[src/rtl/vector_cmd_exec_if.sv]
// Point-command handshake between the top-level sequencer (master) and the
// vector command executor (slave).
interface vector_cmd_exec_if #(
    parameter int W = 12
);
    logic [W-1:0] x;
    logic [W-1:0] y;
    logic         draw;
    logic         jump;
    logic         ready;

    modport master (output x, y, draw, jump, input ready);
    modport slave  (input x, y, draw, jump, output ready);
endinterface

[src/rtl/vector_cmd_exec.sv]
// Executes one draw (Bresenham line, beam on) or jump (blanked move + settle)
// command at a time on the beam DAC outputs.
module vector_cmd_exec #(
    parameter int W             = 12,
    parameter int STEP_CYCLES   = 4,
    parameter int SETTLE_CYCLES = 16
) (
    input  logic                   clk,
    input  logic                   reset,
    vector_cmd_exec_if.slave       cmd,
    output logic [W-1:0]           dac_x,
    output logic [W-1:0]           dac_y,
    output logic                   beam_on
);

    typedef enum logic [1:0] {IDLE, SETUP, STEP, SETTLE} state_t;

    localparam int CNT_MAX = (STEP_CYCLES > SETTLE_CYCLES) ? STEP_CYCLES : SETTLE_CYCLES;
    localparam int CW      = (CNT_MAX > 1) ? $clog2(CNT_MAX) : 1;
    localparam logic [CW-1:0] STEP_LOAD   = CW'(STEP_CYCLES - 1);
    localparam logic [CW-1:0] SETTLE_LOAD = CW'(SETTLE_CYCLES - 1);
    localparam logic [W-1:0]  ONE         = W'(1);

    state_t              state_q, state_d;
    logic                ready_q, ready_d;
    logic                beam_q, beam_d;
    logic [W-1:0]        dac_x_q, dac_x_d;
    logic [W-1:0]        dac_y_q, dac_y_d;
    logic [W-1:0]        tx_q, tx_d;
    logic [W-1:0]        ty_q, ty_d;
    logic signed [W+1:0] dx_q, dx_d;
    logic signed [W+1:0] dy_q, dy_d;
    logic signed [W+1:0] err_q, err_d;
    logic                sx_neg_q, sx_neg_d;
    logic                sy_neg_q, sy_neg_d;
    logic [CW-1:0]       cnt_q, cnt_d;

    logic signed [W+1:0] diff_x, diff_y;
    logic signed [W+2:0] e2, dx_e, dy_e;

    always_comb begin
        // NOTE: every _d defaults to its _q first, so no path through this block infers a latch.
        state_d  = state_q;
        ready_d  = ready_q;
        beam_d   = beam_q;
        dac_x_d  = dac_x_q;
        dac_y_d  = dac_y_q;
        tx_d     = tx_q;
        ty_d     = ty_q;
        dx_d     = dx_q;
        dy_d     = dy_q;
        err_d    = err_q;
        sx_neg_d = sx_neg_q;
        sy_neg_d = sy_neg_q;
        cnt_d    = cnt_q;

        diff_x = $signed({2'b00, tx_q}) - $signed({2'b00, dac_x_q});
        diff_y = $signed({2'b00, ty_q}) - $signed({2'b00, dac_y_q});
        e2     = {err_q, 1'b0};
        dx_e   = {dx_q[W+1], dx_q};
        dy_e   = {dy_q[W+1], dy_q};

        unique case (state_q)
            IDLE: begin
                if (ready_q && (cmd.draw || cmd.jump)) begin
                    tx_d    = cmd.x;
                    ty_d    = cmd.y;
                    ready_d = 1'b0;
                    if (cmd.jump) begin
                        dac_x_d = cmd.x;
                        dac_y_d = cmd.y;
                        beam_d  = 1'b0;
                        cnt_d   = SETTLE_LOAD;
                        state_d = SETTLE;
                    end else begin
                        state_d = SETUP;
                    end
                end
            end
            SETUP: begin
                // dy is kept negative so both Bresenham tests compare e2 directly.
                sx_neg_d = diff_x[W+1];
                sy_neg_d = diff_y[W+1];
                dx_d     = sx_neg_d ? -diff_x : diff_x;
                dy_d     = sy_neg_d ? diff_y : -diff_y;
                err_d    = dx_d + dy_d;
                beam_d   = 1'b1;
                cnt_d    = STEP_LOAD;
                state_d  = STEP;
            end
            STEP: begin
                if (cnt_q != '0) begin
                    cnt_d = cnt_q - CW'(1);
                end else if (dac_x_q == tx_q && dac_y_q == ty_q) begin
                    beam_d  = 1'b0;
                    ready_d = 1'b1;
                    state_d = IDLE;
                end else begin
                    cnt_d = STEP_LOAD;
                    if (e2 >= dy_e) begin
                        err_d   = err_d + dy_q;
                        dac_x_d = sx_neg_q ? dac_x_q - ONE : dac_x_q + ONE;
                    end
                    if (e2 <= dx_e) begin
                        err_d   = err_d + dx_q;
                        dac_y_d = sy_neg_q ? dac_y_q - ONE : dac_y_q + ONE;
                    end
                end
            end
            SETTLE: begin
                if (cnt_q == '0) begin
                    ready_d = 1'b1;
                    state_d = IDLE;
                end else begin
                    cnt_d = cnt_q - CW'(1);
                end
            end
            default: state_d = IDLE;
        endcase
    end

    // NOTE: state is updated only with non-blocking assignments so every flop samples pre-edge values.
    always_ff @(posedge clk) begin
        if (reset) begin
            state_q  <= IDLE;
            ready_q  <= 1'b1;
            beam_q   <= 1'b0;
            dac_x_q  <= '0;
            dac_y_q  <= '0;
            tx_q     <= '0;
            ty_q     <= '0;
            dx_q     <= '0;
            dy_q     <= '0;
            err_q    <= '0;
            sx_neg_q <= 1'b0;
            sy_neg_q <= 1'b0;
            cnt_q    <= '0;
        end else begin
            state_q  <= state_d;
            ready_q  <= ready_d;
            beam_q   <= beam_d;
            dac_x_q  <= dac_x_d;
            dac_y_q  <= dac_y_d;
            tx_q     <= tx_d;
            ty_q     <= ty_d;
            dx_q     <= dx_d;
            dy_q     <= dy_d;
            err_q    <= err_d;
            sx_neg_q <= sx_neg_d;
            sy_neg_q <= sy_neg_d;
            cnt_q    <= cnt_d;
        end
    end

    assign cmd.ready = ready_q;
    assign dac_x     = dac_x_q;
    assign dac_y     = dac_y_q;
    assign beam_on   = beam_q;

endmodule

[src/flat_wrapper.sv]
// flat-port wrapper written by rule: the top's interface ports become plain ports
module vector_cmd_exec_flat 
#(
    parameter int W             = 12,
    parameter int STEP_CYCLES   = 4,
    parameter int SETTLE_CYCLES = 16
)
  (clk, reset, dac_x, dac_y, beam_on, cmd_x, cmd_y, cmd_draw, cmd_jump, cmd_ready);
  vector_cmd_exec_if #(.W(W)) cmd_i ();
  input  logic clk;
  input  logic reset;
  output logic [W-1:0] dac_x;
  output logic [W-1:0] dac_y;
  output logic beam_on;
  input wire logic [$bits(cmd_i.x)-1:0] cmd_x;
  input wire logic [$bits(cmd_i.y)-1:0] cmd_y;
  input wire logic [$bits(cmd_i.draw)-1:0] cmd_draw;
  input wire logic [$bits(cmd_i.jump)-1:0] cmd_jump;
  output wire logic [$bits(cmd_i.ready)-1:0] cmd_ready;
  assign cmd_i.x = cmd_x;
  assign cmd_i.y = cmd_y;
  assign cmd_i.draw = cmd_draw;
  assign cmd_i.jump = cmd_jump;
  assign cmd_ready = cmd_i.ready;
  vector_cmd_exec #(.W(W), .STEP_CYCLES(STEP_CYCLES), .SETTLE_CYCLES(SETTLE_CYCLES)) u_core (.clk(clk), .reset(reset), .cmd(cmd_i), .dac_x(dac_x), .dac_y(dac_y), .beam_on(beam_on));
endmodule
[config.mk]
export PLATFORM = sky130hd
export DESIGN_NAME = vector_cmd_exec_flat
export DESIGN_NICKNAME = d
export VERILOG_FILES = /design/src/rtl/vector_cmd_exec_if.sv /design/src/rtl/vector_cmd_exec.sv /design/src/flat_wrapper.sv
export SDC_FILE = /design/constraint.sdc
export NUM_CORES = 1
export LEC_CHECK = 0
export BUFFER_PORTS_ARGS = -buffer_cell sky130_fd_sc_hd__buf_4
export CORE_UTILIZATION = 55
export CTS_CLUSTER_SIZE = 12
export DETAILED_ROUTE_END_ITERATION = 12
export HOLD_SLACK_MARGIN = 0.08
export PLACE_DENSITY = 0.73
export REMOVE_ABC_BUFFERS = 1
export SYNTH_ARGS = -nofsm -noshare
export SYNTH_HDL_FRONTEND = slang
export SYNTH_SLANG_ARGS = --single-unit
[constraint.sdc]
create_clock -name clk -period 11.3 [get_ports clk]
set_clock_uncertainty 0.1 [all_clocks]
set_input_delay 0.565 -clock clk [delete_from_list [all_inputs] [get_ports clk]]
set_output_delay 0.565 -clock clk [all_outputs]
set_load 0.01 [all_outputs]
After elaboration in Yosys (flattened, before gate mapping)
Index checks and enable logic that the tools add are counted.

storage, ports and cells
  logic and storage cells = 106
  flip-flop bits (word level) = 100
  bits of input ports = 28

cells by class
  multiplexer cells = 46
  $add $sub $neg = 12
  reductions and logical operators = 18
  magnitude comparators = 2
  equal/unequal tests = 15

operator list
  operator                                                number
  two-way mux 12 bit                                      12
  two-way mux 14 bit                                      9
  one-hot mux 12 bit (2 select lines)                     2
  adder 14 bit                                            3
  negation 14 bit                                         2
  one-hot mux 14 bit (2 select lines)                     1
  subtractor 12 x 12 -> 13 bit                            2
  adder 12 x 1 -> 12 bit (second input constant)          2
  == test 12 bit                                          2
  subtractor 12 x 1 -> 12 bit (second input constant)     2
  two-way mux 4 bit                                       5
  one-hot mux 4 bit (4 select lines)                      1
  >= comparator 15 x 14 -> 1 bit                          1
  less-or-equal comparator 15 x 14 -> 1 bit               1
  AND reduction 6 bit                                     2
  two-way mux 2 bit                                       5
  inequality test 2 x 1 -> 1 bit (second input constant)  5
  AND reduction 5 bit                                     2
  two-way mux 1 bit                                       8
  inequality test 2 bit (second input constant)           4
  one-hot mux 2 bit (4 select lines)                      1
  AND reduction 4 bit                                     2
  one-hot mux 1 bit (3 select lines)                      2
  nonzero test 3 bit                                      2
  other kinds (12)                                        15

Logic depth before layout (Yosys ltp)
Gate-level depths: netlist of run 1.

  depth after elaboration = 10
  mapped depth = 25
  mapped depth without buffers = 24

Least setup slack after synthesis of run 1
OpenSTA, ideal clock, no wires.

  path kind = register to register
  start = register u_core.dy_q[1]
  end = register u_core.err_q[12]
  data arrival time = 4731 ps
  data required time = 11080 ps
  setup time = 120 ps
  period minus slack after synthesis = 4950 ps
  stages on the path, launching flop included = 26
  path slack = 6350 ps
  path through = dfxtp_1 -> inv_1 -> ha_1 -> nor2b_1 -> o21a_1 -> o21a_1 -> o21ai_0 -> a211oi_1 -> o311a_1 -> nor2_1 -> buf_1 -> mux2_2 -> ha_1 -> inv_1 -> fa_1 -> nor2b_1 -> o21ai_0 -> a21boi_0 -> o21ai_0 -> a21boi_0 -> o21ai_0 -> a21oi_1 -> o41ai_1 -> xnor2_1 -> mux2_2 -> a211o_1

between the ends
  word-level cells in the longest chain between the ends = 10
  elaborated cells between the ends (all ways) = 11

ends and longest elaborated chain
  what                                                            line                                            source
  from (decl)                                                     vector_cmd_exec.sv:32                           logic signed [W+1:0] dy_q, dy_d;
  from (signal assigned)                                          vector_cmd_exec.sv:147                          dy_q <= dy_d;
  adder 14 bit or >= comparator 15 x 14 -> 1 bit (tied branches)  vector_cmd_exec.sv:101, vector_cmd_exec.sv:100
  two-way mux 14 bit *                                            vector_cmd_exec.sv:100                          if (e2 >= dy_e) begin
  two-way mux 14 bit *                                            vector_cmd_exec.sv:94                           end else if (dac_x_q == tx_q && dac_y_q == ty_q) begin
  two-way mux 14 bit *                                            vector_cmd_exec.sv:92                           if (cnt_q != '0) begin
  two-way mux 14 bit *                                            vector_cmd_exec.sv:63                           unique case (state_q)
  adder 14 bit                                                    vector_cmd_exec.sv:105                          err_d = err_d + dx_q;
  two-way mux 14 bit *                                            vector_cmd_exec.sv:104                          if (e2 <= dx_e) begin
  two-way mux 14 bit *                                            vector_cmd_exec.sv:94
  two-way mux 14 bit *                                            vector_cmd_exec.sv:92
  one-hot mux 14 bit (2 select lines) *                           vector_cmd_exec.sv:63
  to (signal assigned)                                            vector_cmd_exec.sv:148                          err_q <= err_d;
  to (decl)                                                       vector_cmd_exec.sv:33                           logic signed [W+1:0] err_q, err_d;

Mark *: on every way between the ends. The rest lies on a longest branch, timed or not. The select of a mux whose other input is x is not followed.
A chain may end at the register's enable or synchronous reset.

Worst setup path in the final report of run 1
Ends and elaborated chain as after synthesis.

==> results.yml, run 1 <==
floorplanning:
  die-area_um2: 17000
  die_h_um: 130
  coreArea_um2: 15900
  die_x_um: 130
  initial_core_util_pct: 56.7
  num_io_pins: 54
  num_rows: 46
synthesis:
  synth_most_common_cell: "nor2_1"
  synth_edf_count: 0
  syn_area_um2: 9040
  ys_top_cells_by_count: "126 x nor2_1, 120 x ha_1, 108 x nand2_1, 100 x dfxtp_1, 99 x a21oi_1"
  synth_top_area_cell: "dfxtp_1"
  yosysWarningCount: 0
  synth_seq_cells: 100
  synth_top_area_share_pct: 22.1
  avgSynthCellArea_um2: 7.82
  synth_seq_area_share_pct: 22.1
  synth_cell_type_count: 66
  yosys-top-cells-area: "dfxtp_1 22%, ha_1 17%, a21oi_1 5.5%, nor2_1 5.2%, xnor2_1 4.8%"
  synth_cells: 1156
  async_flop_share_pct: 0
  synth_flop_cell: "dfxtp_1"
cts:
  clk_pin_slew_worst_paths_ps: 80
  cts_max_path_buffers: 2
  cts_inserted_buffers: 9
  cts_tree: "done"
  clock_latency_ps: 360
  cts_sinks: 100
  ctsResizeCount: 0
  htree_levels: 3
  cts-hold-fix-buffers: 0
  cts_setup_buffers: 0
  cts_root_buf: "clkbuf_16"
sta:
  max_slew.worst_pin.slew_ps: 1070
  achievable-frequency_ghz: 0.186
  max_slew_margin_pct: 28.4
  rsz0062_at_grt: "false"
  setup_viol: 0
  drv_slew: 0
  fin_crit_sh_pct: 47.5
  setup_tns_ps: 0
  finalWorstSetupSlack_ps: 5940
  hold_viol: 0
  layout_min_cycle_time_ps: 5360
worst_setup_path:
  critPathCaptureType: "flip-flop"
  critPathSlowestCell: "dfxtp_1"
  cp.arrival_ps: 5510
  crit_fanout: 20
  crit_path_start_kind: "flip-flop"
  path_class: "flip-flop to flip-flop"
  crit_required_ps: 11450
  cp_common_cell: "o21ai_0"
  max_stage_delay_ps: 410
global_routing:
  grt.met2_usage_pct: 45.3
  grt_antenna_before_repair: 0
  grtUsageMet3_pct: 2.67
  grt_start_max_net_pins: 70
  grt.busiest_layer: "met2"
  gr-usage-met1_pct: 37.4
  grt_use_total_pct: 27.6
  grt_overflow: 0
  grt_pass1_wl_um: 36600
  grt_pass1_vias: 7519
placement:
  post-place-ws_ps: 5970
  dp.cells: 1393
  dp_hpwl_um: 16600
  portBuffers: 53
  place_congestion: 0.933
run:
  drv_cap: 0
drt:
  drt_iter0_markers: 389
  ant_nets: 0
  post_drt_wl_per_cell_um: 15.6
  dr.pass1.iters: 5
  avgViaCountPerCell: 5.73
  vias: 8071
  drt-total-wl_um: 22000
  drc: 0
final_layout:
  fin_cells: 1409
  diodes: 0
  drive_gt1_share_pct: 8.89
  nNetsFinal: 1343
  area_delta_synth_final_pct: 9.85
run_status:
  outcome: "complete, no violations"
hold_path:
  hp-class: "input port to flip-flop"
worst paths after layout:
check	startpoint	endpoint	slack, ps	depth (start not counted)
setup / recovery	u_core.dy_q[1]	u_core.err_q[12]	5940	25
hold / removal	cmd_x[1]	u_core.tx_q[1]	350	3
setup reg to reg	u_core.dy_q[1]	u_core.err_q[12]	5940	25
hold reg to reg	u_core.ty_q[0]	u_core.ty_q[0]	360	2
sequential cells by signal, summed over array words and instances (netlist names):
signal / cells
u_core.dac_y: 12
u_core.state_q: 2
u_core.cmd.ready: 1
u_core.cnt_q: 4
u_core.beam_on: 1
u_core.dac_x: 12
u_core.err_q: 14
u_core.sx_neg_q: 1
u_core.dx_q: 14
u_core.tx_q: 12
u_core.sy_neg_q: 1
u_core.dy_q: 14
u_core.ty_q: 12
metrics by stage:
stage               area, um^2  util [%]  hold WS, ps
floorplan                 8890         -          330
global placement          9620      60.4          345
detailed placement        9620      60.4          348
CTS                       9930      62.3          346
global route              9930      62.3          360
finish                    9930      62.3          348
area by class of cell:
class                           instances  area, um^2
Timing Repair Buffer                   60         450
Fill cell                            1461        6010
Tap cell                              216         270
Clock buffer                           10         239
Sequential cell                       100        2000
Inverter                               89         334
Multi-Input combinational cell        928        6570
Clock inverter                          6        72.6
cell families after synthesis:
group / synth area share, %
and+or+nand+nor: 18.1
buffers and inverters: 5.40
DFF: 22.1
muxes: 5.81
xor gates and xnor gates: 8.12
adders and majority gates: 18.2
AOI/OAI and AO/OA: 22.2
layout by cell type (no fill, tap or decap), types with 12 or more instances in the layout:
cell type  synthesis  layout
nor2_1           126     126
ha_1             120     118
nand2_1          108     108
dfxtp_1          100     100
a21oi_1           99      97
inv_1             88      88
buf_4              0      60
o21ai_0           54      54
xnor2_1           50      50
mux2i_1           39      39
xor2_1            32      32
nor3_1            28      28
a21o_1            28      28
a211oi_1          25      25
nor2b_1           19      19
nand2b_1          16      16
o21a_1            14      14
o21bai_1          13      13
mux2_2            12      12
nand3_1           12      12
routing by layer:
metal  wire length, um  vias to the layer above
met4               516                        0
met5                 0                        -
met3               977                       30
met1             10800                     3726
li1                  -                     4145
met2              9740                      170
worst max-delay path, delay by kind of cell, from the launching register on:
| kind | cells | cell delay (ps) |
|---|---|---|
| DFF | 1 | 410 |
| buffers and inverters | 3 | 390 |
| xor gates and xnor gates | 1 | 110 |
| adders and majority gates | 3 | 640 |
| AOI/OAI and AO/OA | 13 | 2640 |
| muxes | 2 | 650 |
| and+or+nand+nor | 3 | 300 |
Power of run 1 is left out: the tool's default activity adds up to more than one toggle a clock period on the data nets, which glitch-free logic cannot reach.
==> run 2, diff against run 1 <==
- clock period: 11.3 -> 5.5 ns (I/O delays scaled with it)
==> results.yml, run 2 (synthesized netlist as in run 1, its figures left out) <==
run_status:
  outcome: "complete, no violations"
worst_setup_path:
  r2r-end: "u_core.err_q[13]"
  crit_fanout: 4
  r2r-start: "u_core.dy_q[1]"
  cp.arrival_ps: 5330
  crit_path_start_kind: "flip-flop"
  crit_required_ps: 5670
  r2r_cells: 22
  rrSetupSlack_ps: 340
  critPathCaptureType: "flip-flop"
  path_class: "flip-flop to flip-flop"
cts:
  cts_setup_buffers: 0
  clock_latency_ps: 360
  clk_pin_slew_worst_paths_ps: 70
  cts_inserted_buffers: 9
  cts_tree: "done"
  cts_root_buf: "clkbuf_16"
  htree_levels: 3
  cts_max_path_buffers: 2
  cts_sinks: 100
placement:
  place_congestion: 0.957
  dp_hpwl_um: 16600
  dp.cells: 1396
  portBuffers: 53
global_routing:
  grt_overflow: 0
  grt_antenna_before_repair: 0
  grt_use_total_pct: 27.3
  grt_start_max_net_pins: 54
  grt_pass1_wl_um: 36400
  grt_pass1_vias: 7563
drt:
  vias: 8152
  post_drt_wl_per_cell_um: 15.4
  avgViaCountPerCell: 5.70
  drc: 0
  ant_nets: 0
  dr.pass1.iters: 6
  drt_iter0_markers: 367
  drt-total-wl_um: 22100
sta:
  rsz0062_at_grt: "false"
  achievable-frequency_ghz: 0.194
  max_slew_margin_pct: 28.6
  setup_tns_ps: 0
  setup_viol: 0
  drv_slew: 0
  max_slew.worst_pin.slew_ps: 1070
  fin_crit_sh_pct: 93.8
  whs_ps: 89.3
  hold_viol: 0
  layout_min_cycle_time_ps: 5160
final_layout:
  multiInputGateArea_um2: 6570
  drive_gt1_share_pct: 8.73
  top_regs: "u_core.dx_q: 14 flops, u_core.dy_q: 14 flops, u_core.err_q: 14 flops"
  fill_cells: 1507
  area_delta_synth_final_pct: 11.8
  nNetsFinal: 1365
  post-route-util_pct: 63.4
  diodes: 0
  layout_common_cells: "125 x nor2_1, 118 x ha_1, 108 x nand2_1"
  regArea_um2: 2000
  final_common_cell: "nor2_1"
  fin_cells: 1430
floorplanning:
  die_x_um: 130
  die_h_um: 130
  coreArea_um2: 15900
  die-area_um2: 17000
  initial_core_util_pct: 56.7
  num_rows: 46
  num_io_pins: 54
run:
  drv_cap: 0
hold_path:
  hp-class: "input port to flip-flop"
  whs_endpoint: "u_core.tx_q[4]"
  hold_start: "cmd_x[4]"
  min_path_cells: 3
[run 2: critical path, stage by stage, from the launching register on]
cell      delay [ps]
dfxtp_1          400
inv_1             60
ha_1             260
nor2b_1          120
o21a_1           160
o21a_1           150
o21ai_0          160
a211oi_1         100
o311a_1          360
nor2_2           220
mux2_2           390
ha_1             280
a21o_1           160
a21o_1           190
and2_1           170
or4_1            430
a41o_1           270
nor4_1           320
o41ai_1          170
xnor2_1          160
nand2_1           90
xnor2_1          160
o31ai_1          190
[run 2: layer usage]
metal,wire length [um],up-vias,global-route usage [%]
li1,-,4193,-
met1,10400,3742,35.8
met2,10300,188,45.9
met3,938,29,3.40
met4,444,0,9.78
met5,0,-,0
[run 2: worst max-delay path by stage]
stage | from | to | cells past startpoint | slack, ps
final | u_core.dy_q[1] | u_core.err_q[13] | 22 | 340
after global routing | u_core.dy_q[1] | u_core.err_q[12] | 24 | 20
after CTS | u_core.dy_q[1] | u_core.err_q[13] | 22 | 250
after detailed placement | u_core.dy_q[1] | u_core.err_q[12] | 24 | 300
after global placement | u_core.dy_q[1] | u_core.err_q[12] | 24 | 430
after floorplan | u_core.dy_q[1] | u_core.err_q[12] | 24 | 250
[run 2: area by class of cell]
class / instances / area share (%)
multi-input cells: 928 / 65.0
flip-flops and latches: 100 / 19.8
clock inverters: 1 / 0.0743
repair buffers: 82 / 6.56
clock buffers: 14 / 2.61
well taps: 216 / 2.67
inverters: 89 / 3.30
[run 2: what timing repair did]
action | CTS | global route
hold endpoints to repair | 19 | 0
gates resized for setup | 0 | 3
hold buffers | 19 | 0
setup endpoints to repair | 0 | 2
[run 2: stage by stage]
stage | cell area (um^2) | worst slack, ps
2_1_floorplan | 8890 | 248
3_3_place_gp | 9650 | 433
3_5_place_dp | 9650 | 298
4_1_cts | 10100 | 252
5_1_grt | 10100 | 15.5
6_report | 10100 | 343
Power of run 2 is left out for the same reason.
==> run 3, diff against run 2 <==
- CORE_UTILIZATION: 55 -> 50
- PLACE_DENSITY: 0.73 -> 0.68
==> results.yml, run 3 (synthesized netlist as in run 1, its figures left out) <==
final_layout:
  drive_gt1_share_pct: 9.03
  nNetsFinal: 1368
  diodes: 0
  top_regs: "u_core.dx_q: 14 flops, u_core.dy_q: 14 flops, u_core.err_q: 14 flops"
  layout_common_cells: "125 x nor2_1, 118 x ha_1, 108 x nand2_1"
  final_common_cell: "nor2_1"
  area_delta_synth_final_pct: 13.2
global_routing:
  grt_overflow: 0
  grt_use_total_pct: 25.7
  grt_pass1_vias: 7538
  grt_start_max_net_pins: 54
  grt_antenna_before_repair: 0
  grt_pass1_wl_um: 37600
placement:
  portBuffers: 53
  place_congestion: 0.957
  dp_hpwl_um: 17100
drt:
  dr.pass1.iters: 5
  ant_nets: 0
  post_drt_wl_per_cell_um: 15.7
  avgViaCountPerCell: 5.60
  drt_iter0_markers: 418
  vias: 8077
  drt-total-wl_um: 22700
  drc: 0
cts:
  cts_max_path_buffers: 2
  cts_sinks: 100
  cts_tree: "done"
  cts_root_buf: "clkbuf_16"
  clock_latency_ps: 360
  htree_levels: 3
  cts_inserted_buffers: 9
  clk_pin_slew_worst_paths_ps: 70
sta:
  max_slew_margin_pct: 29.2
  setup_tns_ps: 0
  achievable-frequency_ghz: 0.198
  fin_crit_sh_pct: 91.8
  max_slew.worst_pin.slew_ps: 1060
  setup_viol: 0
  layout_min_cycle_time_ps: 5050
  hold_viol: 0
  drv_slew: 0
  rsz0062_at_grt: "false"
worst_setup_path:
  rrSetupSlack_ps: 450
  crit_required_ps: 5650
  crit_path_start_kind: "flip-flop"
  cp.arrival_ps: 5200
  path_class: "flip-flop to flip-flop"
  critPathCaptureType: "flip-flop"
  crit_fanout: 4
hold_path:
  hp-class: "input port to flip-flop"
floorplanning:
  die-area_um2: 18600
  die_x_um: 136
  num_rows: 48
  num_io_pins: 54
  coreArea_um2: 17500
  die_h_um: 136
  initial_core_util_pct: 51.7
run:
  drv_cap: 0
run_status:
  outcome: "complete, no violations"
run 3: cell count changes in the layout (fill, tap and decap cells not counted):
cell / change
bufinv_16: +3
clkbuf_1: -2
clkinv_2: +1
clkinvlp_4: -1
dlygate4sd3_1: +3
nor4_1: -1
nor4_2: +1
run 3: what timing repair did:
| item | CTS | global route |
|---|---|---|
| endpoints found under the setup margin | 0 | 3 |
| endpoints found under the hold margin | 22 | 0 |
| gates resized for setup | 0 | 4 |
| hold buffers | 22 | 0 |
| setup buffers | 0 | 0 |
run 3: path summary, 6_finish.rpt:
check / from / endpoint / cells past startpoint
worst max-delay path: u_core.dy_q[1] / u_core.err_q[12] / 24
worst min-delay path: cmd_y[9] / u_core.ty_q[9] / 3
worst max register to register: u_core.dy_q[1] / u_core.err_q[12] / 24
worst min register to register: u_core.ty_q[0] / u_core.ty_q[0] / 2
run 3: metrics by stage:
stage | cell area (um^2) | instances | setup slack (ps) | hold WS [ps] | utilization [%]
final | 10200 | 1443 | 449 | 86.4 | 58.6
after global placement | 9660 | 1405 | 416 | 345 | 55.3
after floorplan | 8890 | 1117 | 248 | 244 | -
after detailed placement | 9660 | 1405 | 265 | 349 | 55.3
after CTS | 10200 | 1443 | 237 | 80.3 | 58.5
after global routing | 10200 | 1443 | 7.00 | 108 | 58.6
run 3: layout make-up:
| class | count | area, um^2 |
|---|---|---|
| fill | 1641 | 7240 |
| multi-input combinational | 928 | 6580 |
| sequential | 100 | 2000 |
| timing repair buffer | 85 | 693 |
| inverter | 89 | 334 |
| tap | 225 | 282 |
| clock buffer | 12 | 256 |
| clock inverter | 4 | 95.1 |
run 3: critical path, cell delays in order, from the launching register on:
cell and delay [ps]:
dfxtp_1 390, inv_1 60, ha_1 260, nor2b_1 140, o21a_1 170, o21a_1 160
o21ai_1 150, a211oi_1 100, o311a_1 370, nor2_2 210, mux2_2 380, ha_1 200
inv_1 70, fa_1 170, nor2b_1 50, o21ai_0 190, a21boi_0 140, o21ai_0 210
a21boi_0 150, o21ai_1 190, a21oi_1 110, o41ai_1 320, xnor2_1 110, mux2_2 260
a211o_1 280
run 3: per-layer routing:
metal | track usage [%] | part of all wire, %
met1 | 34.8 | 49
met2 | 42.6 | 45
met3 | 3.44 | 3.8
met4 | 7.22 | 1.5
met5 | 0 | 0
Power of run 3 is left out for the same reason.
